===== src/rtl/exec_sequencer_pkg.sv =====
// Shared constants and types for the execute sequencer: opcode/funct values, ALU op codes,
// FSM state encoding and the decoder output record.
package exec_sequencer_pkg;

  localparam int unsigned D_WIDTH  = 32;
  localparam int unsigned RA_WIDTH = 5;

  // Major opcodes
  localparam logic [5:0] OP_RTYPE = 6'd0;
  localparam logic [5:0] OP_ADDI  = 6'd8;

  // R-type funct codes
  localparam logic [5:0] FN_SLL = 6'd0;
  localparam logic [5:0] FN_SRL = 6'd2;
  localparam logic [5:0] FN_MUL = 6'd24;
  localparam logic [5:0] FN_DIV = 6'd26;
  localparam logic [5:0] FN_ADD = 6'd32;
  localparam logic [5:0] FN_SUB = 6'd34;

  typedef enum logic [2:0] {
    AluAdd = 3'b000,
    AluSub = 3'b001,
    AluMul = 3'b010,
    AluDiv = 3'b011,
    AluShl = 3'b100,
    AluShr = 3'b101
  } alu_op_e;

  typedef enum logic [1:0] {
    StIdle = 2'd0,
    StRead = 2'd1,
    StExec = 2'd2,
    StWb   = 2'd3
  } state_e;

  // Source of ALU operand 2
  typedef enum logic [1:0] {
    OpbR2  = 2'd0,
    OpbSh  = 2'd1,
    OpbImm = 2'd2
  } opb_sel_e;

  typedef struct packed {
    logic     legal;
    alu_op_e  op_code;
    logic     uses_r2;
    opb_sel_e imm_sel;
    logic     dest_is_rt;
  } dec_t;

  // ADDI immediate {rd,sh,fn} widened to the datapath
  function automatic logic [D_WIDTH-1:0] ext_imm(input logic [15:0] imm, input bit sext);
    if (sext) begin
      return {{(D_WIDTH - 16){imm[15]}}, imm};
    end
    return {{(D_WIDTH - 16){1'b0}}, imm};
  endfunction

endpackage


===== src/rtl/exec_sequencer_if.sv =====
// Issue, RegFile and ALU signals of the execute sequencer.
// Optional Trap signal present when EXEC_DIV0_TRAP_EN is defined.
interface exec_sequencer_if #(
  parameter int unsigned CNT_W = 16
) ();
  import exec_sequencer_pkg::*;

  logic                Issue_valid;
  logic                Issue_ready;
  logic [D_WIDTH-1:0]  IR;
  logic [RA_WIDTH-1:0] R1_Addr;
  logic                R1_en;
  logic [RA_WIDTH-1:0] R2_Addr;
  logic                R2_en;
  logic [D_WIDTH-1:0]  R1_Data;
  logic [D_WIDTH-1:0]  R2_Data;
  logic [2:0]          op_code;
  logic [D_WIDTH-1:0]  operand1;
  logic [D_WIDTH-1:0]  operand2;
  logic                enable;
  logic [D_WIDTH-1:0]  result;
  logic [RA_WIDTH-1:0] W_Addr;
  logic [D_WIDTH-1:0]  W_Data;
  logic                W_en;
  logic                Retire;
  logic                Illegal;
  logic [CNT_W-1:0]    Retire_cnt;
`ifdef EXEC_DIV0_TRAP_EN
  logic                Trap;
`endif

  // Sequencer side
  modport master (
    input  Issue_valid, IR, R1_Data, R2_Data, result,
    output Issue_ready, R1_Addr, R1_en, R2_Addr, R2_en, op_code, operand1, operand2, enable,
    output W_Addr, W_Data, W_en, Retire, Illegal, Retire_cnt
`ifdef EXEC_DIV0_TRAP_EN
    , output Trap
`endif
  );

  // Fetch / RegFile / ALU side
  modport slave (
    output Issue_valid, IR, R1_Data, R2_Data, result,
    input  Issue_ready, R1_Addr, R1_en, R2_Addr, R2_en, op_code, operand1, operand2, enable,
    input  W_Addr, W_Data, W_en, Retire, Illegal, Retire_cnt
`ifdef EXEC_DIV0_TRAP_EN
    , input Trap
`endif
  );

endinterface


===== src/rtl/exec_op_map.sv =====
// Combinational instruction classifier: {op,fn} -> legality, ALU op and operand routing.
module exec_op_map
  import exec_sequencer_pkg::*;
(
  input  logic [5:0] op_i,
  input  logic [5:0] fn_i,
  output dec_t       dec_o
);

  // Decode table; anything not listed is illegal
  always_comb begin
    dec_o.legal      = 1'b0;
    dec_o.op_code    = AluAdd;
    dec_o.uses_r2    = 1'b0;
    dec_o.imm_sel    = OpbR2;
    dec_o.dest_is_rt = 1'b0;
    if (op_i == OP_RTYPE) begin
      case (fn_i)
        FN_SLL: begin
          dec_o.legal   = 1'b1;
          dec_o.op_code = AluShl;
          dec_o.imm_sel = OpbSh;
        end
        FN_SRL: begin
          dec_o.legal   = 1'b1;
          dec_o.op_code = AluShr;
          dec_o.imm_sel = OpbSh;
        end
        FN_MUL: begin
          dec_o.legal   = 1'b1;
          dec_o.op_code = AluMul;
          dec_o.uses_r2 = 1'b1;
        end
        FN_DIV: begin
          dec_o.legal   = 1'b1;
          dec_o.op_code = AluDiv;
          dec_o.uses_r2 = 1'b1;
        end
        FN_ADD: begin
          dec_o.legal   = 1'b1;
          dec_o.op_code = AluAdd;
          dec_o.uses_r2 = 1'b1;
        end
        FN_SUB: begin
          dec_o.legal   = 1'b1;
          dec_o.op_code = AluSub;
          dec_o.uses_r2 = 1'b1;
        end
        default: ;
      endcase
    end else if (op_i == OP_ADDI) begin
      dec_o.legal      = 1'b1;
      dec_o.op_code    = AluAdd;
      dec_o.imm_sel    = OpbImm;
      dec_o.dest_is_rt = 1'b1;
    end
  end

endmodule


===== src/rtl/exec_sequencer.sv =====
// Multi-cycle execute controller: IDLE -> READ -> EXEC -> WB, one instruction per 3 cycles.
// Optional feature: define EXEC_DIV0_TRAP_EN to turn divide-by-zero into a Trap pulse
// instead of a normal writeback/retire.
module exec_sequencer
  import exec_sequencer_pkg::*;
#(
  parameter int unsigned CNT_W    = 16,
  parameter bit          IMM_SEXT = 1'b0
) (
  input logic             Clk,
  input logic             Rst,
  exec_sequencer_if.master bus
);

  state_e              state_q, state_d;
  logic [D_WIDTH-1:0]  ir_q, ir_d;
  logic [D_WIDTH-1:0]  res_q, res_d;
  logic                issue_ready_q, issue_ready_d;
  logic                r1_en_q, r1_en_d;
  logic [RA_WIDTH-1:0] r1_addr_q, r1_addr_d;
  logic                r2_en_q, r2_en_d;
  logic [RA_WIDTH-1:0] r2_addr_q, r2_addr_d;
  logic                alu_en_q, alu_en_d;
  logic [2:0]          op_code_q, op_code_d;
  logic                w_en_q, w_en_d;
  logic [RA_WIDTH-1:0] w_addr_q, w_addr_d;
  logic                retire_q, retire_d;
  logic                illegal_q, illegal_d;
  logic [CNT_W-1:0]    cnt_q, cnt_d;
`ifdef EXEC_DIV0_TRAP_EN
  logic                trap_q, trap_d;
  logic                div0;
`endif

  logic                accept;
  logic [D_WIDTH-1:0]  dec_ir;
  dec_t                dec;
  logic [RA_WIDTH-1:0] rs, rt, rd, dst;
  logic [4:0]          sh;

  // Issue_ready is only high in IDLE and WB, so it doubles as the accept qualifier
  assign accept = issue_ready_q & bus.Issue_valid;

  // Decode the incoming word on an accept, otherwise the captured one
  assign dec_ir = accept ? bus.IR : ir_q;
  assign rs     = dec_ir[25:21];
  assign rt     = dec_ir[20:16];
  assign rd     = dec_ir[15:11];
  assign sh     = dec_ir[10:6];
  assign dst    = dec.dest_is_rt ? rt : rd;

  exec_op_map u_op_map (
    .op_i  (dec_ir[31:26]),
    .fn_i  (dec_ir[5:0]),
    .dec_o (dec)
  );

`ifdef EXEC_DIV0_TRAP_EN
  // Divide-by-zero seen while the divisor is on the read port
  assign div0 = (op_code_q == AluDiv) && (bus.R2_Data == '0);
`endif

  // Next-state and next-output computation for the sequencer FSM
  always_comb begin
    state_d       = state_q;
    ir_d          = ir_q;
    res_d         = res_q;
    cnt_d         = cnt_q;
    issue_ready_d = 1'b0;
    r1_en_d       = 1'b0;
    r1_addr_d     = '0;
    r2_en_d       = 1'b0;
    r2_addr_d     = '0;
    alu_en_d      = 1'b0;
    op_code_d     = '0;
    w_en_d        = 1'b0;
    w_addr_d      = '0;
    retire_d      = 1'b0;
    illegal_d     = 1'b0;
`ifdef EXEC_DIV0_TRAP_EN
    trap_d        = 1'b0;
`endif
    unique case (state_q)
      StIdle, StWb: begin
        state_d       = StIdle;
        issue_ready_d = 1'b1;
        if (accept) begin
          ir_d = bus.IR;
          if (dec.legal) begin
            state_d       = StRead;
            issue_ready_d = 1'b0;
            r1_en_d       = 1'b1;
            r1_addr_d     = (dec.imm_sel == OpbSh) ? rt : rs;
            r2_en_d       = dec.uses_r2;
            r2_addr_d     = dec.uses_r2 ? rt : '0;
          end else begin
            illegal_d = 1'b1;
          end
        end
      end
      StRead: begin
        state_d   = StExec;
        alu_en_d  = 1'b1;
        op_code_d = dec.op_code;
      end
      StExec: begin
        state_d       = StWb;
        res_d         = bus.result;
        issue_ready_d = 1'b1;
        w_addr_d      = dst;
`ifdef EXEC_DIV0_TRAP_EN
        w_en_d   = (dst != '0) && !div0;
        retire_d = !div0;
        trap_d   = div0;
`else
        w_en_d   = (dst != '0);
        retire_d = 1'b1;
`endif
        if (retire_d) begin
          cnt_d = cnt_q + CNT_W'(1);
        end
      end
      default: begin
        state_d       = StIdle;
        issue_ready_d = 1'b1;
      end
    endcase
  end

  // State and registered outputs; reset aborts any in-flight instruction
  always_ff @(posedge Clk or posedge Rst) begin
    if (Rst) begin
      state_q       <= StIdle;
      ir_q          <= '0;
      res_q         <= '0;
      cnt_q         <= '0;
      issue_ready_q <= 1'b1;
      r1_en_q       <= 1'b0;
      r1_addr_q     <= '0;
      r2_en_q       <= 1'b0;
      r2_addr_q     <= '0;
      alu_en_q      <= 1'b0;
      op_code_q     <= '0;
      w_en_q        <= 1'b0;
      w_addr_q      <= '0;
      retire_q      <= 1'b0;
      illegal_q     <= 1'b0;
`ifdef EXEC_DIV0_TRAP_EN
      trap_q        <= 1'b0;
`endif
    end else begin
      state_q       <= state_d;
      ir_q          <= ir_d;
      res_q         <= res_d;
      cnt_q         <= cnt_d;
      issue_ready_q <= issue_ready_d;
      r1_en_q       <= r1_en_d;
      r1_addr_q     <= r1_addr_d;
      r2_en_q       <= r2_en_d;
      r2_addr_q     <= r2_addr_d;
      alu_en_q      <= alu_en_d;
      op_code_q     <= op_code_d;
      w_en_q        <= w_en_d;
      w_addr_q      <= w_addr_d;
      retire_q      <= retire_d;
      illegal_q     <= illegal_d;
`ifdef EXEC_DIV0_TRAP_EN
      trap_q        <= trap_d;
`endif
    end
  end

  // ALU operands follow the read data combinationally, gated to EXEC
  always_comb begin
    bus.operand1 = '0;
    bus.operand2 = '0;
    if (state_q == StExec) begin
      bus.operand1 = bus.R1_Data;
      unique case (dec.imm_sel)
        OpbSh:   bus.operand2 = D_WIDTH'(sh);
        OpbImm:  bus.operand2 = ext_imm(dec_ir[15:0], IMM_SEXT);
        default: bus.operand2 = bus.R2_Data;
      endcase
    end
  end

  assign bus.Issue_ready = issue_ready_q;
  assign bus.R1_en       = r1_en_q;
  assign bus.R1_Addr     = r1_addr_q;
  assign bus.R2_en       = r2_en_q;
  assign bus.R2_Addr     = r2_addr_q;
  assign bus.enable      = alu_en_q;
  assign bus.op_code     = op_code_q;
  assign bus.W_en        = w_en_q;
  assign bus.W_Addr      = w_addr_q;
  assign bus.W_Data      = (state_q == StWb) ? res_q : '0;
  assign bus.Retire      = retire_q;
  assign bus.Illegal     = illegal_q;
  assign bus.Retire_cnt  = cnt_q;
`ifdef EXEC_DIV0_TRAP_EN
  assign bus.Trap        = trap_q;
`endif

endmodule

===== src/flat_wrapper.sv =====
// flat-port wrapper written by rule: the top's interface ports become plain ports
module exec_sequencer_flat import exec_sequencer_pkg::*;
#(
  parameter int unsigned CNT_W    = 16,
  parameter bit          IMM_SEXT = 1'b0
)
  (Clk, Rst, bus_Issue_valid, bus_IR, bus_R1_Data, bus_R2_Data, bus_result, bus_Issue_ready, bus_R1_Addr, bus_R1_en, bus_R2_Addr, bus_R2_en, bus_op_code, bus_operand1, bus_operand2, bus_enable, bus_W_Addr, bus_W_Data, bus_W_en, bus_Retire, bus_Illegal, bus_Retire_cnt);
  exec_sequencer_if #(.CNT_W(CNT_W)) bus_i ();
  input logic Clk;
  input logic Rst;
  input wire logic [$bits(bus_i.Issue_valid)-1:0] bus_Issue_valid;
  input wire logic [$bits(bus_i.IR)-1:0] bus_IR;
  input wire logic [$bits(bus_i.R1_Data)-1:0] bus_R1_Data;
  input wire logic [$bits(bus_i.R2_Data)-1:0] bus_R2_Data;
  input wire logic [$bits(bus_i.result)-1:0] bus_result;
  output wire logic [$bits(bus_i.Issue_ready)-1:0] bus_Issue_ready;
  output wire logic [$bits(bus_i.R1_Addr)-1:0] bus_R1_Addr;
  output wire logic [$bits(bus_i.R1_en)-1:0] bus_R1_en;
  output wire logic [$bits(bus_i.R2_Addr)-1:0] bus_R2_Addr;
  output wire logic [$bits(bus_i.R2_en)-1:0] bus_R2_en;
  output wire logic [$bits(bus_i.op_code)-1:0] bus_op_code;
  output wire logic [$bits(bus_i.operand1)-1:0] bus_operand1;
  output wire logic [$bits(bus_i.operand2)-1:0] bus_operand2;
  output wire logic [$bits(bus_i.enable)-1:0] bus_enable;
  output wire logic [$bits(bus_i.W_Addr)-1:0] bus_W_Addr;
  output wire logic [$bits(bus_i.W_Data)-1:0] bus_W_Data;
  output wire logic [$bits(bus_i.W_en)-1:0] bus_W_en;
  output wire logic [$bits(bus_i.Retire)-1:0] bus_Retire;
  output wire logic [$bits(bus_i.Illegal)-1:0] bus_Illegal;
  output wire logic [$bits(bus_i.Retire_cnt)-1:0] bus_Retire_cnt;
  assign bus_i.Issue_valid = bus_Issue_valid;
  assign bus_i.IR = bus_IR;
  assign bus_i.R1_Data = bus_R1_Data;
  assign bus_i.R2_Data = bus_R2_Data;
  assign bus_i.result = bus_result;
  assign bus_Issue_ready = bus_i.Issue_ready;
  assign bus_R1_Addr = bus_i.R1_Addr;
  assign bus_R1_en = bus_i.R1_en;
  assign bus_R2_Addr = bus_i.R2_Addr;
  assign bus_R2_en = bus_i.R2_en;
  assign bus_op_code = bus_i.op_code;
  assign bus_operand1 = bus_i.operand1;
  assign bus_operand2 = bus_i.operand2;
  assign bus_enable = bus_i.enable;
  assign bus_W_Addr = bus_i.W_Addr;
  assign bus_W_Data = bus_i.W_Data;
  assign bus_W_en = bus_i.W_en;
  assign bus_Retire = bus_i.Retire;
  assign bus_Illegal = bus_i.Illegal;
  assign bus_Retire_cnt = bus_i.Retire_cnt;
  exec_sequencer #(.CNT_W(CNT_W), .IMM_SEXT(IMM_SEXT)) u_core (.Clk(Clk), .Rst(Rst), .bus(bus_i));
endmodule

===== config.mk =====
export PLATFORM = sky130hd
export DESIGN_NAME = exec_sequencer_flat
export DESIGN_NICKNAME = d
export VERILOG_FILES = /design/src/rtl/exec_sequencer_pkg.sv /design/src/rtl/exec_sequencer_if.sv /design/src/rtl/exec_op_map.sv /design/src/rtl/exec_sequencer.sv /design/src/flat_wrapper.sv
export SDC_FILE = /design/constraint.sdc
export NUM_CORES = 1
export LEC_CHECK = 0
export CAP_MARGIN = 20
export CORE_ASPECT_RATIO = 0.7
export CORE_MARGIN = 2
export CORE_UTILIZATION = 44
export CTS_BUF_LIST = sky130_fd_sc_hd__clkbuf_16
export DETAILED_ROUTE_END_ITERATION = 12
export PLACE_DENSITY = 0.95
export SLEW_MARGIN = 20
export SYNTH_ARGS = -nofsm -noshare
export SYNTH_HDL_FRONTEND = slang
export SYNTH_SLANG_ARGS = --single-unit

===== constraint.sdc =====
create_clock -name Clk -period 9 [get_ports Clk]
set_input_delay 0.9 -clock Clk [delete_from_list [all_inputs] [get_ports Clk]]
set_output_delay 0.9 -clock Clk [all_outputs]
set_load 0.005 [all_outputs]

==> metrics.txt, run 1 <==
status=finished clean; dpl cells=871; Synth area leaders=dfrtp_1 49%, mux2_2 14%, and2_1 9.1%, mux2i_1 3.9%, nand2_1 2.2%; startpoint types=input port; post_cts resized=0; port buffer count=267; clock root cell=clkbuf_16; CP endpoint kind=primary output; Seq/Total Area, Yosys=0.497; Cell Area, Synth=0.00539 mm^2; Total Nets Final=860; Core Area=0.0118 mm^2; max-slew violations=0; register clock-pin slew on the reported worst setup and hold paths=80 ps; #FFs+latches synth=107; final setup fails=0; Tightest Pin Transition=955 ps; worst IR drop on VDD=0.147 mV; Syn Inst Count=467; Yosys warning total=0; ANT nets after route=0; Initial Utilization=0.457; first-pass GRT wire length=26100 um; clk sink count=107; Setup Buffers After CTS=0; routability cong.=0.892; Syn-to-layout area delta=56.8%; critical path peak fanout=26; Leak=3.51 nW; largest net degree at the start of global routing=82; Fmax=0.189 GHz; clk_lat worst skew=350 ps; Async SR Flop Fraction=1.00; Post-synth EDFFs=0; worst path required time=8100 ps; dominant cell type by area after synthesis=dfrtp_1; placed instance area=0.00818 mm^2; Max-Cap Viols=0; FP Rows=33; DP HPWL=13200 um; overall routed net length=17200 um; Final Hold Slack=499 ps; syn_area_per_cell=11.5 um^2; via/cell ratio=5.34; Power Density=266 mW/mm^2; RSZ-0062 raised after global routing=false; GRT overflow=0; post-synth top area share=0.492; Detailed Route Iter0 Violations=251; Hold Crit Class=flip-flop to flip-flop; design area=0.00845 mm^2; Die Y=96.6 um; vias post-DR=4738; Die Span X=136 um; CTS Buffer Depth=2; Worst EP arrival=4390 ps; crit path kind=input port to primary output; CTS Buf Count=9; # hold bufs at CTS=0; DRC=0; Fin Clk Skew=10.4 ps; post-layout instance count excluding filler cells=887; Die Area=0.0132 mm^2; fin util=0.716; top post-synthesis cells by count=106 x dfrtp_1, 78 x and2_1, 65 x mux2_2; antenna violations before repair=0; Final Hold Viols=0; DRT Pass-1 Iters=5; I/O pin count=268; max_slew headroom=0.363; fin crit period=5290 ps; most frequent cell after synthesis=dfrtp_1; Post-Syn Nets=602; ant diodes=0; setup TNS=0 ps; count of cell types in the netlist=50; DR WL/cell=19.3 um; Global Route Usage Sum=0.257; number of global-route vias before repair=4842; share of cells above drive strength 1=0.145; Main synth FF type=dfrtp_1; Final period util=0.588; H-tree depth=3; TritonCTS clock tree=done
-- metrics by stage --
step / worst slack (ps) / total power, mW
6_report: 3710 / 2.25
5_1_grt: 3480 / 2.37
4_1_cts: 3430 / 2.25
3_5_place_dp: 3420 / 1.88
3_3_place_gp: 3700 / 1.82
2_1_floorplan: 5280 / 1.37
-- critical path: stages --
cell and delay (ps):
clkdlybuf4s50_1 550, nand2_1 460, nor3_2 160, o21ai_2 640, and3_1 890, and2_4 270, clkdlybuf4s50_1 510
-- kinds of logic after synthesis --
logic type | Yosys count | synth area share
AO/OA/AOI/OAI | 48 | 0.0740
buffers and inverters | 31 | 0.0265
AND/OR/NAND/NOR | 176 | 0.194
flip-flops | 107 | 0.497
multiplexers | 86 | 0.175
XOR/XNOR | 15 | 0.0244
adder cells (fa/ha/maj) | 4 | 0.00928
-- worst paths after layout --
path	start	endpoint	slack, ps	cells past startpoint
setup / recovery	bus_Issue_valid	bus_operand2[23]	3710	7
hold / removal	u_core.res_q[9]$_DFFE_PP0P_	u_core.res_q[9]$_DFFE_PP0P_	500	1
setup reg to reg	u_core.bus.Issue_ready$_DFF_PP1_	u_core.bus.R1_Addr[4]$_DFF_PP0_	6330	5
hold reg to reg	u_core.res_q[9]$_DFFE_PP0P_	u_core.res_q[9]$_DFFE_PP0P_	500	1
max in group asynchronous	Rst	u_core.bus.R2_Addr[3]$_DFF_PP0_	6840	3
min in group asynchronous	Rst	u_core.res_q[24]$_DFFE_PP0P_	920	2
-- layout by cell type, fill, tap and decap left out, types with 2 or more instances in the layout --
master           instances
nor3_1                   2
o2bb2ai_1               10
dfrtp_1                106
nor2_1                   8
a221oi_1                 2
xor2_1                   6
or3_4                    2
nand4bb_1                2
a311oi_1                 5
clkinvlp_4               3
a211o_1                  2
clkdlybuf4s50_1        267
o22a_1                   5
and2_1                  78
and2_4                  10
a21oi_1                  7
ha_1                     3
o21ai_0                  2
inv_1                    8
and4_1                   2
nand4_1                  4
nor4_1                   2
o211ai_1                 3
clkbuf_16                9
nand3_1                 13
or4_1                    3
mux2_2                  65
mux2i_1                 21
nand2_1                 31
xnor2_1                  9
buf_4                    4
and3_1                  14
-- area by class of cell --
cell class              count  area [um^2]
repair buffers            271         2700
clock buffers               9          225
fillers                   807         3350
clock inverters             7         46.3
flip-flops and latches    107         2680
well taps                 157          196
inverters                   7         28.8
multi-input cells         329         2580
-- registers in the layout (all words and copies together) (netlist names) --
register / flops
u_core.bus.W_Addr: 5
u_core.bus.R1_en: 1
u_core.bus.R1_Addr: 5
u_core.bus.W_en: 1
u_core.bus.Retire_cnt: 16
u_core.bus.R2_en: 1
u_core.bus.Retire: 1
u_core.bus.Issue_ready: 1
u_core.res_q: 32
u_core.bus.Illegal: 1
u_core.bus.enable: 1
u_core.ir_q: 32
u_core.bus.R2_Addr: 5
u_core.state_q: 2
u_core.bus.op_code: 3
-- routing by layer --
| layer | track usage | routed length [um] |
|---|---|---|
| met1 | 0.315 | 6780 |
| met2 | 0.432 | 8430 |
| met3 | 0.0765 | 1560 |
| met4 | 0.0865 | 386 |
| met5 | 0 | 0 |
-- power by group --
part           switching [mW]  total, mW  internal [mW]
clock network           0.178      0.366          0.187
logic                   0.446       1.08          0.638
registers               0.124      0.796          0.672
No activity file was read; power rests on OpenSTA's default activity.
==> inputs of run 2 (changes only) <==
--- a/config.mk
+++ b/config.mk
@@ -8,10 +8,10 @@
 export CAP_MARGIN = 20
 export CORE_ASPECT_RATIO = 0.7
 export CORE_MARGIN = 2
-export CORE_UTILIZATION = 44
+export CORE_UTILIZATION = 41
 export CTS_BUF_LIST = sky130_fd_sc_hd__clkbuf_16
 export DETAILED_ROUTE_END_ITERATION = 12
-export PLACE_DENSITY = 0.95
+export PLACE_DENSITY = 0.92
 export SLEW_MARGIN = 20
 export SYNTH_ARGS = -nofsm -noshare
 export SYNTH_HDL_FRONTEND = slang
==> constraint.sdc (replaced) <==
create_clock -name Clk -period 5.5 [get_ports Clk]
set_input_delay 0.55 -clock Clk [delete_from_list [all_inputs] [get_ports Clk]]
set_output_delay 0.55 -clock Clk [all_outputs]
set_load 0.005 [all_outputs]
==> metrics.txt, run 2 (same netlist as run 1, synthesis figures left out) <==
dpl cells=881 (+1.1%); post_cts resized=0 (unchanged); startpoint types=input port; Total Nets Final=861 (+0.12%); max_slew headroom=0.391 (+0.0279); status=finished clean; setup TNS=0 ps (unchanged); R2R Setup Slk=2720 ps (-3610 ps); final setup fails=0 (unchanged); Syn-to-layout area delta=57.2%; commonest non-fill, non-tap cell in the layout=clkdlybuf4s50_1; setup ws final=1050 ps (-2660 ps); Die Y=99.9 um (+3.4%); Final Hold Viols=0 (unchanged); Max-Cap Viols=0 (unchanged); via/cell ratio=5.16 (-3.4%); routability cong.=0.898 (+0.74%); H-tree depth=3 (unchanged); CP max-delay cell=and3_1; critical path peak fanout=26 (unchanged); FF-to-FF End=u_core.bus.R2_Addr[1]$_DFF_PP0_; DR WL/cell=18.9 um (-2.3%); ANT nets after route=0 (unchanged); GRT overflow=0 (unchanged); Leak=3.52 nW (+0.25%); Setup Buffers After CTS=0 (unchanged); Hold Crit Class=flip-flop to flip-flop; CP delay by family, top=simple AND/OR/NAND/NOR gates; FP Rows=35 (+6.1%); CP max stage delay=810 ps (-80 ps); hold path start=u_core.bus.Retire_cnt[15]$_DFFE_PP0P_; Detailed Route Iter0 Violations=227 (-9.6%); overall routed net length=17000 um (-1.1%); # hold bufs at CTS=0 (unchanged); Fin Clk Skew=8.74 ps (-1.66 ps); Power Density=432 mW/mm^2 (+63%); Die Span X=141 um (+3.5%); largest net degree at the start of global routing=70 (-15%); Fillers=927 (+15%); worst slack, placed=1140 ps (-2280 ps); Fmax=0.225 GHz; I/O pin count=268 (unchanged); crit path kind=input port to primary output; DRC=0 (unchanged); antenna violations before repair=1 (+1); clk_lat worst skew=340 ps (about the same); Worst EP arrival=3900 ps (-490 ps); number of global-route vias before repair=4815 (-0.56%); Tightest Pin Transition=913 ps (-41.9 ps); post-layout instance count excluding filler cells=898 (+1.2%); Final period util=0.809; Total Power=3.66 mW (+63%); DP HPWL=13300 um (+1.5%); Die Area=0.0141 mm^2 (+7.0%); Initial Utilization=0.415 (-0.0420); Core Area=0.0130 mm^2 (+10%); placed instance area=0.00820 mm^2 (+0.23%); TritonCTS clock tree=done; design area=0.00848 mm^2 (+0.25%); Global Route Usage Sum=0.243 (-0.0138); clk sink count=107 (unchanged); max-slew violations=0 (unchanged); Worst Hold Endpoint=u_core.bus.Retire_cnt[15]$_DFFE_PP0P_; vias post-DR=4635 (-2.2%); register clock-pin slew on the reported worst setup and hold paths=70 ps (about the same); worst r2r path cells=6 (+1); CTS Buf Count=9 (unchanged); crit-path cells=clkdlybuf4s50_1, nand2_1, nor3_2, o211ai_2, and3_1, o2bb2ai_1, clkdlybuf4s50_1; CTS Buffer Depth=2 (unchanged); DRT Pass-1 Iters=4 (-1); port buffer count=267 (unchanged); clock root cell=clkbuf_16; fin crit period=4450 ps; share of cells above drive strength 1=0.145 (-0.000199); worst IR drop on VDD=0.231 mV (+57%); most frequent cells in the layout=267 x clkdlybuf4s50_1, 106 x dfrtp_1, 78 x and2_1; first-pass GRT wire length=26300 um (+0.79%); RR Startpoint=u_core.bus.Issue_ready$_DFF_PP1_; RSZ-0062 raised after global routing=false; worst hold stages=1 (unchanged); worst path required time=4950 ps (-3150 ps); CP endpoint kind=primary output; worst path bufs/invs=2 (unchanged); most frequent CP cell=clkdlybuf4s50_1
run 2: changes by cell type in the layout (fill, tap and decap cells not counted), moves of 2 or more:
cell,change
clkinv_1,+2
inv_1,-2
clkinvlp_4,-3
inv_6,+2
run 2: worst max-delay path by stage:
stage | cells after the start | to | start | slack, ps
after floorplan | 1 | u_core.bus.Illegal$_DFF_PP0_ | Rst | 2130
after global placement | 7 | bus_operand2[28] | bus_Issue_valid | 1340
after detailed placement | 7 | bus_operand2[14] | bus_Issue_valid | 1140
after CTS | 7 | bus_operand2[14] | bus_Issue_valid | 1130
after global routing | 7 | bus_operand2[14] | bus_Issue_valid | 790
final | 7 | bus_operand2[14] | bus_Issue_valid | 1050
run 2: through the flow:
| step | util | hold slack [ps] |
|---|---|---|
| 4_1_cts | 0.651 | 479 |
| 5_1_grt | 0.652 | 490 |
| 6_report | 0.652 | 478 |
| 3_3_place_gp | 0.630 | 462 |
| 2_1_floorplan | - | 468 |
| 3_5_place_dp | 0.630 | 465 |
run 2: layer usage:
| metal | up-vias | GRT usage | routed length (um) |
|---|---|---|---|
| met5 | - | 0 | 0 |
| met1 | 2233 | 0.299 | 6840 |
| met2 | 199 | 0.408 | 8220 |
| li1 | 2162 | - | - |
| met4 | 0 | 0.0985 | 569 |
| met3 | 41 | 0.0682 | 1340 |
run 2: worst reg2reg max path: stages (launching register included):
cell and delay (ps):
dfstp_2 630, and2_1 190, buf_4 400, nand2_1 530
buf_4 410, and4b_1 400, and2_1 160
run 2: cell type report:
class	count	area (um^2)	area share
Timing Repair Buffer	272	2710	0.320
Clock buffer	9	225	0.0266
Multi-Input combinational cell	329	2570	0.304
Sequential cell	107	2680	0.316
Tap cell	166	208	0.0245
Inverter	7	28.8	0.00340
Clock inverter	7	50.0	0.00590
Antenna cell	1	2.50	0.000295
run 2: power breakdown:
part	internal [mW]	switching, mW	leakage, nW
Clock	0.311	0.296	0.137
Sequential	1.10	0.188	1.32
Combinational	1.05	0.719	2.06
Total	2.46	1.20	3.52
==> inputs of run 3 (changes only) <==
--- a/config.mk
+++ b/config.mk
@@ -8,10 +8,10 @@
 export CAP_MARGIN = 20
 export CORE_ASPECT_RATIO = 0.7
 export CORE_MARGIN = 2
-export CORE_UTILIZATION = 41
+export CORE_UTILIZATION = 37
 export CTS_BUF_LIST = sky130_fd_sc_hd__clkbuf_16
 export DETAILED_ROUTE_END_ITERATION = 12
-export PLACE_DENSITY = 0.92
+export PLACE_DENSITY = 0.88
 export SLEW_MARGIN = 20
 export SYNTH_ARGS = -nofsm -noshare
 export SYNTH_HDL_FRONTEND = slang
==> constraint.sdc (replaced) <==
create_clock -name Clk -period 4.08 [get_ports Clk]
set_input_delay 0.408 -clock Clk [delete_from_list [all_inputs] [get_ports Clk]]
set_output_delay 0.408 -clock Clk [all_outputs]
set_load 0.005 [all_outputs]
==> metrics.txt, run 3 (same netlist as run 1, synthesis figures left out) <==
setup TNS=0 ps (unchanged); antenna violations before repair=1 (unchanged); Detailed Route Iter0 Violations=209 (-7.9%); Hold Crit Class=input port to asynchronous set/reset pin; Die Span X=148 um (+5.1%); vias post-DR=4654 (+0.41%); most frequent cells in the layout=267 x clkdlybuf4s50_1, 106 x dfrtp_1, 78 x and2_1; crit path kind=input port to primary output; Leak=3.53 nW (+0.50%); CTS Buffer Depth=2 (unchanged); first-pass GRT wire length=27000 um (+2.7%); worst slack, placed=271 ps (-869 ps); fin crit period=3840 ps; startpoint types=input port; max-slew violations=0 (unchanged); Syn-to-layout area delta=58.0%; Fmax=0.260 GHz; overall routed net length=17200 um (+1.3%); # hold bufs at CTS=0 (unchanged); share of cells above drive strength 1=0.147 (+0.00213); RSZ-0062 raised after global routing=false; largest net degree at the start of global routing=65 (-7.1%); Total Nets Final=864 (+0.35%); crit path to=bus_operand2[17]; H-tree depth=3 (unchanged); FF-to-FF End=u_core.bus.Retire_cnt[11]$_DFFE_PP0P_; critical path peak fanout=26 (unchanged); status=finished clean; worst path required time=3670 ps (-1280 ps); commonest non-fill, non-tap cell in the layout=clkdlybuf4s50_1; DRT Pass-1 Iters=4 (unchanged); Core Area=0.0141 mm^2 (+8.4%); DP HPWL=13500 um (+1.2%); Initial Utilization=0.382 (-0.0321); Final period util=0.941; final setup fails=0 (unchanged); max_slew headroom=0.364 (-0.0271); clk_lat worst skew=340 ps (about the same); clock root cell=clkbuf_16; setup ws final=241 ps (-811 ps); DRC=0 (unchanged); post_cts resized=0 (unchanged); Die Area=0.0156 mm^2 (+10%); CP endpoint kind=primary output; GRT overflow=0 (unchanged); Final Hold Viols=0 (unchanged); number of global-route vias before repair=4870 (+1.1%); Setup Buffers After CTS=0 (unchanged); FP Rows=36 (+2.9%); I/O pin count=268 (unchanged); via/cell ratio=5.03 (-2.5%); CTS Buf Count=9 (unchanged); RR Startpoint=u_core.state_q[0]$_DFF_PP0_; clk sink count=107 (unchanged); routability cong.=0.975 (+8.5%); port buffer count=267 (unchanged); Global Route Usage Sum=0.223 (-0.0204); Power Density=578 mW/mm^2 (+34%); Die Y=105 um (+5.1%); R2R Setup Slk=1430 ps (-1290 ps); worst IR drop on VDD=0.267 mV (+16%); register clock-pin slew on the reported worst setup and hold paths=70 ps (about the same); ANT nets after route=0 (unchanged); Tightest Pin Transition=954 ps (+40.7 ps); Max-Cap Viols=0 (unchanged); Worst EP arrival=3430 ps (-470 ps); worst r2r path cells=8 (+2); TritonCTS clock tree=done; DR WL/cell=18.6 um (-1.7%); Worst Setup SP=bus_Issue_valid; Fin Clk Skew=7.21 ps (-1.53 ps)
==> run 3: cell types whose count changed in the layout (fill, tap and decap cells not counted) <==
cell / before / now
buf_4: 5 / 8
inv_8: 1 / 0
clkinv_1: 2 / 1
inv_1: 6 / 8
inv_6: 2 / 3
clkinv_4: 1 / 0
==> run 3: layout make-up <==
cell class / instances / area (um^2)
well taps: 190 / 238
repair buffers: 275 / 2730
flip-flops and latches: 107 / 2680
clock buffers: 9 / 225
fillers: 1109 / 5580
inverters: 7 / 28.8
clock inverters: 7 / 42.5
diodes: 1 / 2.50
multi-input cells: 329 / 2570
==> run 3: worst min path at each step <==
stage | to | depth (start not counted) | from | slack (ps)
2_1_floorplan | u_core.bus.Retire_cnt[15]$_DFFE_PP0P_ | 1 | u_core.bus.Retire_cnt[15]$_DFFE_PP0P_ | 470
3_3_place_gp | u_core.bus.Retire_cnt[15]$_DFFE_PP0P_ | 1 | u_core.bus.Retire_cnt[15]$_DFFE_PP0P_ | 460
3_5_place_dp | u_core.bus.Retire_cnt[15]$_DFFE_PP0P_ | 1 | u_core.bus.Retire_cnt[15]$_DFFE_PP0P_ | 490
4_1_cts | u_core.bus.Retire_cnt[12]$_DFFE_PP0P_ | 2 | Rst | 460
5_1_grt | u_core.bus.Retire_cnt[12]$_DFFE_PP0P_ | 2 | Rst | 490
6_report | u_core.bus.Retire_cnt[12]$_DFFE_PP0P_ | 2 | Rst | 450
==> run 3: per-stage QoR <==
step                cell area [um^2]  cells  power (mW)  utilization  hold slack [ps]
finish                          8520    925        4.92        0.604              449
global route                    8520    925        5.24        0.604              491
CTS                             8520    924        4.95        0.604              457
detailed placement              8250    908        4.14        0.585              485
global placement                8250    908        4.03        0.585              465
floorplan                       5390    467        3.01            -              468
==> run 3: power by group <==
| group | switching (mW) | internal (mW) |
|---|---|---|
| logic | 0.964 | 1.41 |
| registers | 0.261 | 1.48 |
| clock network | 0.389 | 0.414 |
==> run 3: worst max-delay path, cell delays in order <==
cell,delay (ps)
clkdlybuf4s50_1,630
nand2_1,370
a221oi_1,550
o211ai_2,160
and3_1,510
and2_1,340
clkdlybuf4s50_1,450
==> run 3: routing by layer <==
metal	vias to the layer above	wire length [um]	share of wire	track usage
met5	-	0	0	0
li1	2152	-	-	-
met3	22	1490	0.087	0.0681
met1	2279	6910	0.40	0.273
met2	201	8360	0.49	0.377
met4	0	415	0.024	0.0687
==> variant: new RTL, flow settings as in run 3 <==
`CNT_W` is set to 16 in 3 places; all go to 32.
--- a/src/rtl/exec_sequencer_if.sv
+++ b/src/rtl/exec_sequencer_if.sv
@@ -1,7 +1,7 @@
 // Issue, RegFile and ALU signals of the execute sequencer.
 // Optional Trap signal present when EXEC_DIV0_TRAP_EN is defined.
 interface exec_sequencer_if #(
-  parameter int unsigned CNT_W = 16
+  parameter int unsigned CNT_W = 32
 ) ();
   import exec_sequencer_pkg::*;
 
--- a/src/rtl/exec_sequencer.sv
+++ b/src/rtl/exec_sequencer.sv
@@ -4,7 +4,7 @@
 module exec_sequencer
   import exec_sequencer_pkg::*;
 #(
-  parameter int unsigned CNT_W    = 16,
+  parameter int unsigned CNT_W    = 32,
   parameter bit          IMM_SEXT = 1'b0
 ) (
   input logic             Clk,
--- a/src/flat_wrapper.sv
+++ b/src/flat_wrapper.sv
@@ -1,7 +1,7 @@
 // flat-port wrapper written by rule: the top's interface ports become plain ports
 module exec_sequencer_flat import exec_sequencer_pkg::*;
 #(
-  parameter int unsigned CNT_W    = 16,
+  parameter int unsigned CNT_W    = 32,
   parameter bit          IMM_SEXT = 1'b0
 )
   (Clk, Rst, bus_Issue_valid, bus_IR, bus_R1_Data, bus_R2_Data, bus_result, bus_Issue_ready, bus_R1_Addr, bus_R1_en, bus_R2_Addr, bus_R2_en, bus_op_code, bus_operand1, bus_operand2, bus_enable, bus_W_Addr, bus_W_Data, bus_W_en, bus_Retire, bus_Illegal, bus_Retire_cnt);
Ports: changed (resized bus_Retire_cnt); port bits go from 268 to 284. No check against the original RTL was run, so the function may have changed too.
==> variant against run 3 <==
Final area is 14% higher; largest power group unchanged; register-to-register slack got worse by 0.09 ns; area after synthesis increased by 12%; maximum frequency is 0.72% lower; global-route usage is 1.9 points lower; routed wire length is 3.1% higher; sequential cell count rose by 16; total power rose by 16%; setup slack got worse by 0.028 ns; highest routed layer unchanged; largest cell class is now registers.
==> variant: results (changes against run 3) <==
Drt
  • Detailed route wirelength on metal2: 8440 um (+0.91%)
  • Max Used Layer: met4
  • Metal3 WL: 1200 um (-20%)
  • Initial DRC Count: 283 (+35%)
  • Pre-antenna DRT Iters: 5 (+1)
  • DR vias/cell: 4.85 (-3.6%)
  • DRT met1 WL: 7930 um (+15%)
  • Wirelength, routed: 17700 um (+3.1%)
  • ANT nets after route: 0 (unchanged)

GRT
  • Met2 GRT Util: 32.1% (-5.6 points)
  • First-pass GRT wire length: 27600 um (+2.1%)
  • Pin count of the biggest net entering global routing: 70 (+7.7%)
  • Met1 usage: 28.2% (+0.90 points)
  • GR Util met3: 5.36% (-1.5 points)
  • GR Util All Layers: 20.3% (-1.9 points)
  • Initial antenna violation count: 0 (-1)
  • Vias in the first global route: 5039 (+3.5%)

Synthesis
  • Synth unique cells: 40 (-20%)
  • Commonest cells post-synth: dfrtp_1, and2_1, mux2_2, nand2_1
  • Seq/Total Area, Yosys: 50.8% (+1.1 points)
  • Synth Flop Type: dfrtp_1
  • Synth Area in XOR/XNOR: 4.48% (+2.0 points)
  • Synth Area in Compound Gates: 3.78% (-3.6 points)
  • Synth area leaders: dfrtp_1, mux2_2, and2_1
  • Syn_nets: 664 (+10%)
  • FFs w/ async S/R, synth: 100% (unchanged)
  • Mux cell area share after synthesis: 18.5% (+1.0 points)
  • Yosys Warn Count: 0 (unchanged)
  • Adder-cell share of the synthesized area: 1.24% (+0.31 points)
  • Post-synth EDFFs: 0 (unchanged)

Worst setup path
  • Worst path slowest cell: clkdlybuf4s50_1
  • CP top delay family: buffers and inverters
  • Critical Path AT: 3.46 ns (+0.03 ns)
  • CP max FO: 10 (-62%)
  • Worst stage delay on the critical path: 0.54 ns (-0.09 ns)

Final layout
  • Final #Nets: 952 (+10%)
  • Layout cells sized above 1: 15.3% (+0.54 points)
  • Diode count: 0 (-1)

Place
  • Gp weighted congestion: 0.864 (-11%)
  • Post-DP HPWL: 13400 um (-1.1%)
  • PortBufs: 283 (+6.0%)
  • Post-DP Area: 0.00917 mm2 (+11%)
  • Place WS: 0.103 ns (-0.169 ns)

Timing
  • Measured slew at the worst slew-check pin: 0.894 ns (-0.0603 ns)
  • Worst Skew: 0.00808 ns (+0.000875 ns)

Power and ir drop
  • Leakage: 0.00408 uW (+15%)
  • Peak supply drop: 0.337 mV (+26%)

CTS
  • Clock Path Buffers: 2 (unchanged)
  • TritonCTS Buffers: 17 (+8)
  • Clock root cell: clkbuf_16
  • Clock-pin slew on the worst setup and hold paths: 0.05 ns (-0.02 ns)
  • H-tree Lvls: 4 (+1)
  • Clock latency on the worst-skew pair: 0.40 ns (+0.06 ns)

Outcome
  • Status: complete, no violations

Hold path
  • Hold crit path type: in2async
[variant: final timing paths]
path / startpoint / slack, ns / end / cells past startpoint
max in group asynchronous: Rst / 2.77 / u_core.bus.Issue_ready$_DFF_PP1_ / 3
worst min register to register: u_core.bus.Retire_cnt[31]$_DFFE_PP0P_ / 0.49 / u_core.bus.Retire_cnt[31]$_DFFE_PP0P_ / 1
worst max register to register: u_core.bus.Issue_ready$_DFF_PP1_ / 1.34 / u_core.bus.R1_Addr[2]$_DFF_PP0_ / 10
min in group Clk: u_core.bus.Retire_cnt[31]$_DFFE_PP0P_ / 0.49 / u_core.bus.Retire_cnt[31]$_DFFE_PP0P_ / 1
worst max-delay path: bus_Issue_valid / 0.21 / bus_operand2[6] / 12
worst min-delay path: Rst / 0.47 / u_core.bus.Retire_cnt[28]$_DFFE_PP0P_ / 2
[variant: stage by stage]
stage / total power, uW / hold WS, ns / cells
finish: 5710 / 0.472 / 1051
floorplan: 3100 / 0.468 / 527
global placement: 4170 / 0.462 / 1021
global route: 6050 / 0.512 / 1051
detailed placement: 4250 / 0.480 / 1021
CTS: 5760 / 0.490 / 1051
[variant: final cells by class]
cell class,instances,area [um2]
repair buffers,297,2950
clock buffers,17,425
flip-flops and latches,123,3080
fillers,1314,6400
clock inverters,13,155
well taps,225,282
inverters,12,47.5
multi-input cells,364,2820
[variant: where the power goes]
part           internal [uW]  total [uW]  switching [uW]
combinational           1410        2330             917
sequential              1650        1890             242
clock                    949        1490             540
total                   4010        5710            1700
[variant: repair_timing]
| item | in CTS | in global routing |
|---|---|---|
| endpoints found under the setup margin | 0 | 11 |
| gates resized for setup | 0 | 2 |
| setup buffers | 0 | 0 |
| hold buffers | 0 | 0 |
| endpoints found under the hold margin | 0 | 0 |
